File: src/rtl/router_pkt_tx.sv
`default_nettype none
// =============================================================================
// router_pkt_tx : serial packet transmitter (address, pad, payload, gap).
// Define ROUTER_TX_PARITY_EN to append an even-parity bit after the payload.
// Revision: 1.0
// =============================================================================
module router_pkt_tx #(
   parameter int ADDR_W     = 2,
   parameter int PAD_CYCLES = 3,
   parameter int MAX_BYTES  = 16
) (
   input  logic                        clk,
   input  logic                        reset_n,
   input  logic                        req_valid,
   output logic                        req_ready,
   input  logic [ADDR_W-1:0]           req_addr,
   input  logic [$clog2(MAX_BYTES):0]  req_len,
   input  logic                        byte_valid,
   output logic                        byte_ready,
   input  logic [7:0]                  byte_data,
   output logic                        dout,
   output logic                        frame_n,
   output logic                        valid_n,
   output logic                        busy,
   output logic                        done
);

   localparam int LEN_W = $clog2(MAX_BYTES) + 1;
   localparam int CNT_W = ($clog2(ADDR_W + 1) > 4) ? $clog2(ADDR_W + 1) : 4;
   localparam logic [LEN_W-1:0] c_MAX_LEN   = LEN_W'(MAX_BYTES);
   localparam logic [CNT_W-1:0] c_ADDR_LAST = CNT_W'(ADDR_W - 1);
   localparam logic [CNT_W-1:0] c_PAD_LAST  = CNT_W'(PAD_CYCLES - 1);
`ifdef ROUTER_TX_PARITY_EN
   localparam logic c_PARITY_EN = 1'b1;
`else
   localparam logic c_PARITY_EN = 1'b0;
`endif

   typedef enum logic [2:0] {
      S_IDLE   = 3'd0,
      S_ADDR   = 3'd1,
      S_PAD    = 3'd2,
      S_DATA   = 3'd3,
      S_PARITY = 3'd4,
      S_GAP    = 3'd5
   } state_t;

   state_t            r_state;
   logic [ADDR_W-1:0] r_addr;
   logic [LEN_W-1:0]  r_bytes_left;   // bytes not yet pulled from the stream
   logic [CNT_W-1:0]  r_cnt;
   logic [7:0]        r_shift;
   logic [2:0]        r_bit;
   logic              r_loaded;
   logic              r_parity;
   logic [LEN_W-1:0]  w_len;
   logic              w_take;

   always_comb begin
      w_len = (req_len > c_MAX_LEN) ? c_MAX_LEN : req_len;
   end

   assign req_ready  = reset_n && (r_state == S_IDLE);
   // Ready one cycle ahead of a byte boundary so streamed bytes leave no bubble.
   assign byte_ready = reset_n &&
                       ((r_state == S_PAD  && r_cnt == c_PAD_LAST) ||
                        (r_state == S_DATA && (!r_loaded ||
                                               (r_bit == 3'd7 && r_bytes_left != '0))));
   assign w_take     = byte_valid && byte_ready;

   always_ff @(posedge clk) begin
      if (!reset_n) begin
         r_state      <= S_IDLE;
         dout         <= 1'b0;
         frame_n      <= 1'b1;
         valid_n      <= 1'b1;
         busy         <= 1'b0;
         done         <= 1'b0;
         r_addr       <= '0;
         r_bytes_left <= '0;
         r_cnt        <= '0;
         r_shift      <= '0;
         r_bit        <= '0;
         r_loaded     <= 1'b0;
         r_parity     <= 1'b0;
      end else begin
         done <= 1'b0;
         if (w_take) begin
            r_state      <= S_DATA;
            dout         <= byte_data[0];
            r_shift      <= {1'b0, byte_data[7:1]};
            r_bit        <= 3'd0;
            r_loaded     <= 1'b1;
            r_bytes_left <= r_bytes_left - LEN_W'(1);
            r_parity     <= r_parity ^ byte_data[0];
            valid_n      <= 1'b0;
            frame_n      <= 1'b0;
         end else begin
            case (r_state)
               S_IDLE: begin
                  dout    <= 1'b0;
                  frame_n <= 1'b1;
                  valid_n <= 1'b1;
                  busy    <= 1'b0;
                  if (req_valid) begin
                     r_bytes_left <= w_len;
                     r_parity     <= 1'b0;
                     r_loaded     <= 1'b0;
                     r_cnt        <= '0;
                     if (w_len == '0) begin
                        r_state <= S_GAP;
                        done    <= 1'b1;
                     end else begin
                        r_state <= S_ADDR;
                        dout    <= req_addr[0];
                        r_addr  <= req_addr >> 1;
                        frame_n <= 1'b0;
                        busy    <= 1'b1;
                     end
                  end
               end
               S_ADDR: begin
                  if (r_cnt == c_ADDR_LAST) begin
                     r_state <= S_PAD;
                     dout    <= 1'b1;
                     r_cnt   <= '0;
                  end else begin
                     dout   <= r_addr[0];
                     r_addr <= r_addr >> 1;
                     r_cnt  <= r_cnt + CNT_W'(1);
                  end
               end
               S_PAD: begin
                  if (r_cnt == c_PAD_LAST) begin
                     r_state <= S_DATA;
                     dout    <= 1'b0;
                  end else begin
                     r_cnt <= r_cnt + CNT_W'(1);
                  end
               end
               S_DATA: begin
                  if (r_loaded && r_bit != 3'd7) begin
                     dout     <= r_shift[0];
                     r_shift  <= r_shift >> 1;
                     r_bit    <= r_bit + 3'd1;
                     r_parity <= r_parity ^ r_shift[0];
                     valid_n  <= 1'b0;
                     frame_n  <= (r_bit == 3'd6) && (r_bytes_left == '0) && !c_PARITY_EN;
                  end else if (r_loaded && r_bytes_left == '0) begin
                     if (c_PARITY_EN) begin
                        r_state <= S_PARITY;
                        dout    <= r_parity;
                        valid_n <= 1'b0;
                        frame_n <= 1'b1;
                     end else begin
                        r_state <= S_GAP;
                        dout    <= 1'b0;
                        valid_n <= 1'b1;
                        frame_n <= 1'b1;
                        busy    <= 1'b0;
                        done    <= 1'b1;
                     end
                  end else begin
                     // Starved at a byte boundary: bubble until the stream resumes.
                     dout     <= 1'b0;
                     valid_n  <= 1'b1;
                     frame_n  <= 1'b0;
                     r_loaded <= 1'b0;
                  end
               end
               S_PARITY: begin
                  r_state <= S_GAP;
                  dout    <= 1'b0;
                  valid_n <= 1'b1;
                  frame_n <= 1'b1;
                  busy    <= 1'b0;
                  done    <= 1'b1;
               end
               S_GAP: begin
                  r_state <= S_IDLE;
                  dout    <= 1'b0;
                  frame_n <= 1'b1;
                  valid_n <= 1'b1;
                  busy    <= 1'b0;
               end
               default: begin
                  r_state <= S_IDLE;
               end
            endcase
         end
      end
   end

endmodule
`default_nettype wire

File: config.mk
export PLATFORM = sky130hd
export DESIGN_NAME = router_pkt_tx
export DESIGN_NICKNAME = d
export VERILOG_FILES = /design/src/rtl/router_pkt_tx.sv
export SDC_FILE = /design/constraint.sdc
export NUM_CORES = 1
export LEC_CHECK = 0
export BUFFER_PORTS_ARGS = -buffer_cell sky130_fd_sc_hd__buf_2
export CORE_MARGIN = 2
export CORE_UTILIZATION = 60
export DETAILED_ROUTE_END_ITERATION = 16
export PLACE_DENSITY = 0.88
export SYNTH_ARGS = -nofsm -noshare
export SYNTH_HDL_FRONTEND = slang
export SYNTH_SLANG_ARGS = --single-unit
File: constraint.sdc
create_clock -name clk -period 4 [get_ports clk]
set_input_delay 0.6 -clock clk [delete_from_list [all_inputs] [get_ports clk]]
set_output_delay 0.6 -clock clk [all_outputs]
set_load 0.05 [all_outputs]
==> results.txt, run 1 <==
Pint - 545 uW
DRC viols - 0
Clock transition at path regs - 0.09 ns
final slew viol count - 0
die footprint - 0.00335 mm2
sequential power share - 40.9%
Sw Ratio - 44.6%
largest cells by area after synthesis - dfxtp_1 (33%), a21oi_1 (5.7%), ha_1 (5.7%)
Slew @ Worst Pin - 1.05 ns
routed len/inst - 14.9 um
Gate power share - 41.8%
net count after synthesis - 247
critical path capture point type - output pin
Max clock buf depth - 2
cell chain of the critical path - or3b_4 > nor2_1 > nor2_1 > nor2_1 > buf_2
predominant post-synthesis flop cell - dfxtp_1
largest net degree at the start of global routing - 26
met3 Track Usage GR - 8.26%
post_cts resized - 0
Post-CTS Hold Buffers - 0
Gate Count Post-Synth - 220
post-layout minimum cycle time - 2.85 ns
most frequent CP cell - nor2_1
starting density of the core - 63.2%
Seq/Total Area, Yosys - 33.3%
fmax - 351 MHz
PwrDens - 516 mW/mm2
flop2flop setup slack - 1.54 ns
Root Driver - clkbuf_4
XOR/XNOR Fraction of Synth Area - 1.01%
initial antenna violation count - 0
number of distinct library cells after synthesis - 55
Overflow after GRT - 0
worst hold endpoint - r_shift[1]$_SDFFE_PN0P_
ant diodes - 0
final setup margin - 1.15 ns
Synth Area in Compound Gates - 26.9%
Simple-Gate Fraction of Synth Area - 28.4%
total power - 984 uW
Critical Path AT - 2.25 ns
ANT nets after route - 0
TritonCTS clock tree - yes
H-Tree Level Count - 2
Fin. Hold Viols - 0
worst skew pair latency - 0.34 ns
relative slew slack - 29.9%
GR Util met1 - 33.2%
hpwl dp - 2.98 mm
outcome - completed
Top delay family on crit path - simple AND/OR/NAND/NOR gates
Clk pwr share - 17.3%
Startpoint Class - register
final wirelength - 4.11 mm
Chip Width - 57.9 um
Hold/Removal Path Class - register to register
die height - 57.9 um
input/output buffers - 25
Synth Area in Adders - 5.75%
Post-CTS Setup Inserts - 0
reg2reg start - r_bit[0]$_SDFFE_PP0P_
Top Usage Layer GRT - met2
vias in the first global route - 1588
Worst EP required - 3.40 ns
final setup fails - 0
drt pass-1 iters - 5
layout cells sized above 1 - 16.8%
leakage power total - 0.734 nW
FP Rows - 19
Mapped Avg Cell Area - 7.92 um2
NetSw - 439 uW
Post-synth ARST share - 0%
crit-path max cell delay - 0.79 ns
CP max stage cell - dfxtp_1
unrepaired setup endpoints after global routing - no
Yosys top cell area share - 33.3%
max_cap viols - 0
number of flops mapped to enable cells by yosys - 0
fillers - 242
skew final - 0.00769 ns
clk sinks - 29
Min-Delay Path Depth - 2
Syn-to-layout area delta - 9.63%
Synth area leader - dfxtp_1
wire length of the first global-routing pass - 6.89 mm
Synth warnings - 0
critical path depth in cells - 5
Tcrit/Tclk final - 71.2%
CORE AREA - 0.00276 mm2
Final GP Congestion - 0.893
GRT Util Overall - 27.1%
WS Path Type - register to output pin
pre-CTS setup slack - 1.52 ns
Nets - 270
initial DRC count - 94
crit-path max FO - 25
CTS Buf Count - 5
min-delay src - r_shift[1]$_SDFFE_PN0P_
TNS Setup - 0 ns
Buf/Inv on CP - 1
mux contribution to synthesized area - 0%
via total after detailed routing - 1743
synthesized area - 0.00174 mm2
global-route met2 utilization - 44.3%
RR Endpoint - r_bytes_left[4]$_SDFFE_PN0P_
Via density - 6.34
Peak VDD IR - 483 uV
largest family of logic cells by synthesized area - simple AND/OR/NAND/NOR gates
Worst Reg-to-Reg Cells - 7
number of synthesized register bits - 29
number of placed I/O pins - 26
-- power by group through the flow --
stage               sequential, mW  combinational [mW]  clock (mW)
finish                       0.402               0.412       0.170
global route                 0.410               0.457       0.193
CTS                          0.400               0.410       0.175
detailed placement           0.407               0.408           0
global placement             0.406               0.402           0
floorplan                    0.427               0.298           0
-- registers in the layout, summed over array words and instances (netlist names) --
signal / count
r_loaded: 1
valid_n: 1
r_shift: 7
r_state: 3
busy: 1
r_bit: 3
dout: 1
r_cnt: 4
r_addr: 1
done: 1
frame_n: 1
r_bytes_left: 5
-- worst max path at each step --
stage | slack, ns | endpoint | from
finish | 1.15 | byte_ready | r_state[1]$_SDFFE_PN0P_
global route | 1.04 | byte_ready | r_state[1]$_SDFFE_PN0P_
CTS | 1.17 | byte_ready | r_state[1]$_SDFFE_PN0P_
detailed placement | 1.52 | r_bytes_left[4]$_SDFFE_PN0P_ | r_bit[0]$_SDFFE_PP0P_
global placement | 1.59 | byte_ready | r_state[1]$_SDFFE_PN0P_
floorplan | 1.59 | byte_ready | r_cnt[1]$_SDFFE_PN0P_
-- cell usage after synthesis (3+ instances only) --
cell type	number
a21oi_1	20
o211ai_1	3
ha_1	8
a41oi_1	3
a31oi_1	5
inv_1	9
nor3b_1	6
nand2_1	21
nor2_1	17
nand2b_1	3
nand3_1	14
o21ai_0	10
a22oi_1	6
a211oi_1	4
nor2_2	3
dfxtp_1	29
clkbuf_1	5
nor3_1	10
-- placed cells by master (no fill, tap or decap), types with 2 or more instances in the layout --
cell type and instances:
a211oi_1 4, a21oi_1 20, a22oi_1 6, a31oi_1 5
a41oi_1 3, and2_1 2, and3_1 2, buf_2 25
clkbuf_4 5, clkinv_2 2, dfxtp_1 29, ha_1 8
inv_1 9, nand2_1 21, nand2b_1 3, nand3_1 14
nand3b_1 2, nand4_1 2, nor2_1 17, nor2_2 3
nor3_1 10, nor3b_1 6, o211ai_1 3, o21ai_0 10
o21ai_1 2, or3_1 2
-- per-layer routing --
layer  share of wire [%]  routed length (um)
met1                  44                1800
met3                 4.9                 200
met4                 2.1                  85
met5                   0                   0
met2                  49                2020
-- area by class of cell --
class / count / area [um2] / area share, %
clock buffer: 6 / 41.3 / 2.16
clock inverter: 2 / 10.0 / 0.524
inverter: 9 / 33.8 / 1.77
multi-input combinational: 173 / 1080 / 56.6
sequential: 29 / 581 / 30.4
tap: 31 / 38.8 / 2.03
timing repair buffer: 25 / 125 / 6.55
-- metrics by stage --
step	hold slack (ns)	std cells	utilization, %	cell area, um2
after floorplan	0.448	220	-	1740
after global placement	0.459	267	67.4	1860
after detailed placement	0.462	267	67.4	1860
after CTS	0.476	275	69.2	1910
after global routing	0.472	275	69.2	1910
final	0.472	275	69.2	1910
-- tightest hold or removal path, delay by kind of cell, from the launching register on --
family | cells | cell delay [ns]
AO/OA/AOI/OAI | 1 | 0.06
AND/OR/NAND/NOR | 1 | 0.06
flip-flops | 1 | 0.32
-- kinds of logic after synthesis --
logic type	Yosys count
compound gates	69
xor+xnor	2
fa+ha+maj	8
buf+inv	18
flops	29
simple gates	94
No activity file was read; power rests on OpenSTA's default activity.
==> inputs of run 2 (changes only) <==
--- a/config.mk
+++ b/config.mk
@@ -7,9 +7,9 @@
 export LEC_CHECK = 0
 export BUFFER_PORTS_ARGS = -buffer_cell sky130_fd_sc_hd__buf_2
 export CORE_MARGIN = 2
-export CORE_UTILIZATION = 60
+export CORE_UTILIZATION = 51
 export DETAILED_ROUTE_END_ITERATION = 16
-export PLACE_DENSITY = 0.88
+export PLACE_DENSITY = 0.8
 export SYNTH_ARGS = -nofsm -noshare
 export SYNTH_HDL_FRONTEND = slang
 export SYNTH_SLANG_ARGS = --single-unit
==> constraint.sdc (replaced) <==
create_clock -name clk -period 2.6 [get_ports clk]
set_input_delay 0.39 -clock clk [delete_from_list [all_inputs] [get_ports clk]]
set_output_delay 0.39 -clock clk [all_outputs]
set_load 0.05 [all_outputs]
==> results.txt, run 2 (synthesized netlist as in run 1, its figures left out) <==
outcome - completed
die height - 62.4 um (+7.9%)
number of placed I/O pins - 26 (unchanged)
Clock transition at path regs - 0.09 ns (about the same)
Post-CTS Setup Inserts - 0 (unchanged)
total power - 1.53 mW (+56%)
critical path capture point type - output pin
DRC viols - 0 (unchanged)
worst skew pair latency - 0.34 ns (about the same)
ant diodes - 0 (unchanged)
crit-path max cell delay - 0.43 ns (-0.36 ns)
Buf/Inv on CP - 1 (unchanged)
die footprint - 0.00390 mm2 (+16%)
final setup fails - 0 (unchanged)
WS Path Type - register to output pin
Via density - 5.97 (-5.8%)
Nets - 274 (+1.5%)
hpwl dp - 2.98 mm (+0.19%)
PwrDens - 783 mW/mm2 (+52%)
final setup margin - 0.186 ns (-0.966 ns)
Fin. Hold Viols - 0 (unchanged)
largest registers - r_shift: 7 flops, r_bytes_left: 5 flops, r_cnt: 4 flops
relative slew slack - 57.8% (+28 points)
fmax - 414 MHz
clk sinks - 29 (unchanged)
layout cells sized above 1 - 18.1% (+1.3 points)
initial antenna violation count - 0 (unchanged)
pre-CTS setup slack - 0.554 ns (-0.962 ns)
Final GP Congestion - 0.912 (+2.1%)
Root Driver - clkbuf_4
max_cap viols - 0 (unchanged)
vias in the first global route - 1564 (-1.5%)
Tcrit/Tclk final - 92.8%
input/output buffers - 25 (unchanged)
TNS Setup - 0 ns (unchanged)
Largest register FFs - 7 (unchanged)
unrepaired setup endpoints after global routing - no
largest net degree at the start of global routing - 18 (-31%)
GRT Util Overall - 22.3% (-4.8 points)
post-layout minimum cycle time - 2.41 ns
cell chain of the critical path - ha_1 > or3b_1 > nor2_1 > nor2_1 > nor2_1 > buf_2
commonest non-fill, non-tap cell in the layout - dfxtp_1
largest reg by FF count - r_shift
post_cts resized - 0 (unchanged)
Startpoint Class - register
leakage power total - 0.754 nW (+2.7%)
TritonCTS clock tree - yes
Critical Path AT - 2.02 ns (-0.23 ns)
H-Tree Level Count - 2 (unchanged)
routed len/inst - 14.0 um (-5.9%)
CP max stage cell - dfxtp_1
Slew @ Worst Pin - 0.630 ns (-0.422 ns)
starting density of the core - 52.6% (-11 points)
via total after detailed routing - 1755 (+0.69%)
drt pass-1 iters - 4 (-1)
most frequent cells in the layout - dfxtp_1 (29), buf_2 (25), nand2_1 (21), a21oi_1 (20), nor2_1 (17)
FP Rows - 21 (+2)
Max clock buf depth - 2 (unchanged)
Chip Width - 62.4 um (+7.9%)
Syn-to-layout area delta - 12.4%
skew final - 0.00884 ns (+0.00115 ns)
wire length of the first global-routing pass - 7.02 mm (+1.8%)
Post-CTS Hold Buffers - 0 (unchanged)
crit-path max FO - 6 (-76%)
final wirelength - 4.13 mm (+0.61%)
Top delay family on crit path - simple AND/OR/NAND/NOR gates
Hold/Removal Path Class - input port to register
Overflow after GRT - 0 (unchanged)
fillers - 331 (+37%)
most frequent CP cell - nor2_1
CORE AREA - 0.00331 mm2 (+20%)
Worst EP required - 2.21 ns (-1.19 ns)
Peak VDD IR - 436 uV (-9.7%)
final slew viol count - 0 (unchanged)
initial DRC count - 149 (+59%)
CTS Buf Count - 5 (unchanged)
ANT nets after route - 0 (unchanged)
run 2: cell count changes in the layout (fill, tap and decap cells not counted), sizes merged:
| cell | previous run | this run |
|---|---|---|
| buf | 25 | 29 |
run 2: worst min-delay path: cells and delay by family:
kind | cells | cell delay (ns)
and+or+nand+nor | 1 | 0.05
AOI/OAI and AO/OA | 1 | 0.05
buffers and inverters | 1 | 0.09
run 2: cell type report:
type | instances | area [um2] | area share [%]
clock buffers | 6 | 41.3 | 2.11
clock inverters | 2 | 10.0 | 0.511
inverters | 9 | 33.8 | 1.73
multi-input cells | 173 | 1080 | 55.1
flip-flops and latches | 29 | 581 | 29.6
well taps | 46 | 57.6 | 2.94
repair buffers | 29 | 155 | 7.92
run 2: metrics by stage:
step                area [um2]  utilization [%]  cells  hold WS (ns)
detailed placement        1910             57.6    286         0.462
floorplan                 1740                -    220         0.448
CTS                       1960             59.1    294         0.288
global placement          1910             57.6    286         0.458
global route              1960             59.1    294         0.293
finish                    1960             59.1    294         0.290
run 2: per-layer routing:
layer / global-route usage (%) / vias to the layer above / share of wire (%)
li1: - / 873 / -
met1: 28.6 / 807 / 44
met2: 35.8 / 69 / 48
met4: 8.89 / 0 / 1.4
met3: 5.77 / 6 / 7.4
met5: 0 / - / 0
run 2: worst paths after layout:
check	start	endpoint	slack, ns	depth (start not counted)
hold / removal	byte_data[7]	r_shift[6]$_SDFFE_PN0P_	0.29	3
setup / recovery	r_cnt[1]$_SDFFE_PN0P_	byte_ready	0.19	6
hold reg to reg	r_shift[2]$_SDFFE_PN0P_	r_shift[2]$_SDFFE_PN0P_	0.47	2
setup reg to reg	r_bit[0]$_SDFFE_PP0P_	r_bytes_left[4]$_SDFFE_PN0P_	0.61	7
run 2: report_power, final:
| group | switching [mW] | internal, mW | total (mW) | leakage, nW |
|---|---|---|---|---|
| clock network | 0.164 | 0.103 | 0.266 | 0.0320 |
| registers | 0.0913 | 0.511 | 0.602 | 0.236 |
| logic | 0.428 | 0.237 | 0.665 | 0.486 |
| total | 0.683 | 0.850 | 1.53 | 0.754 |
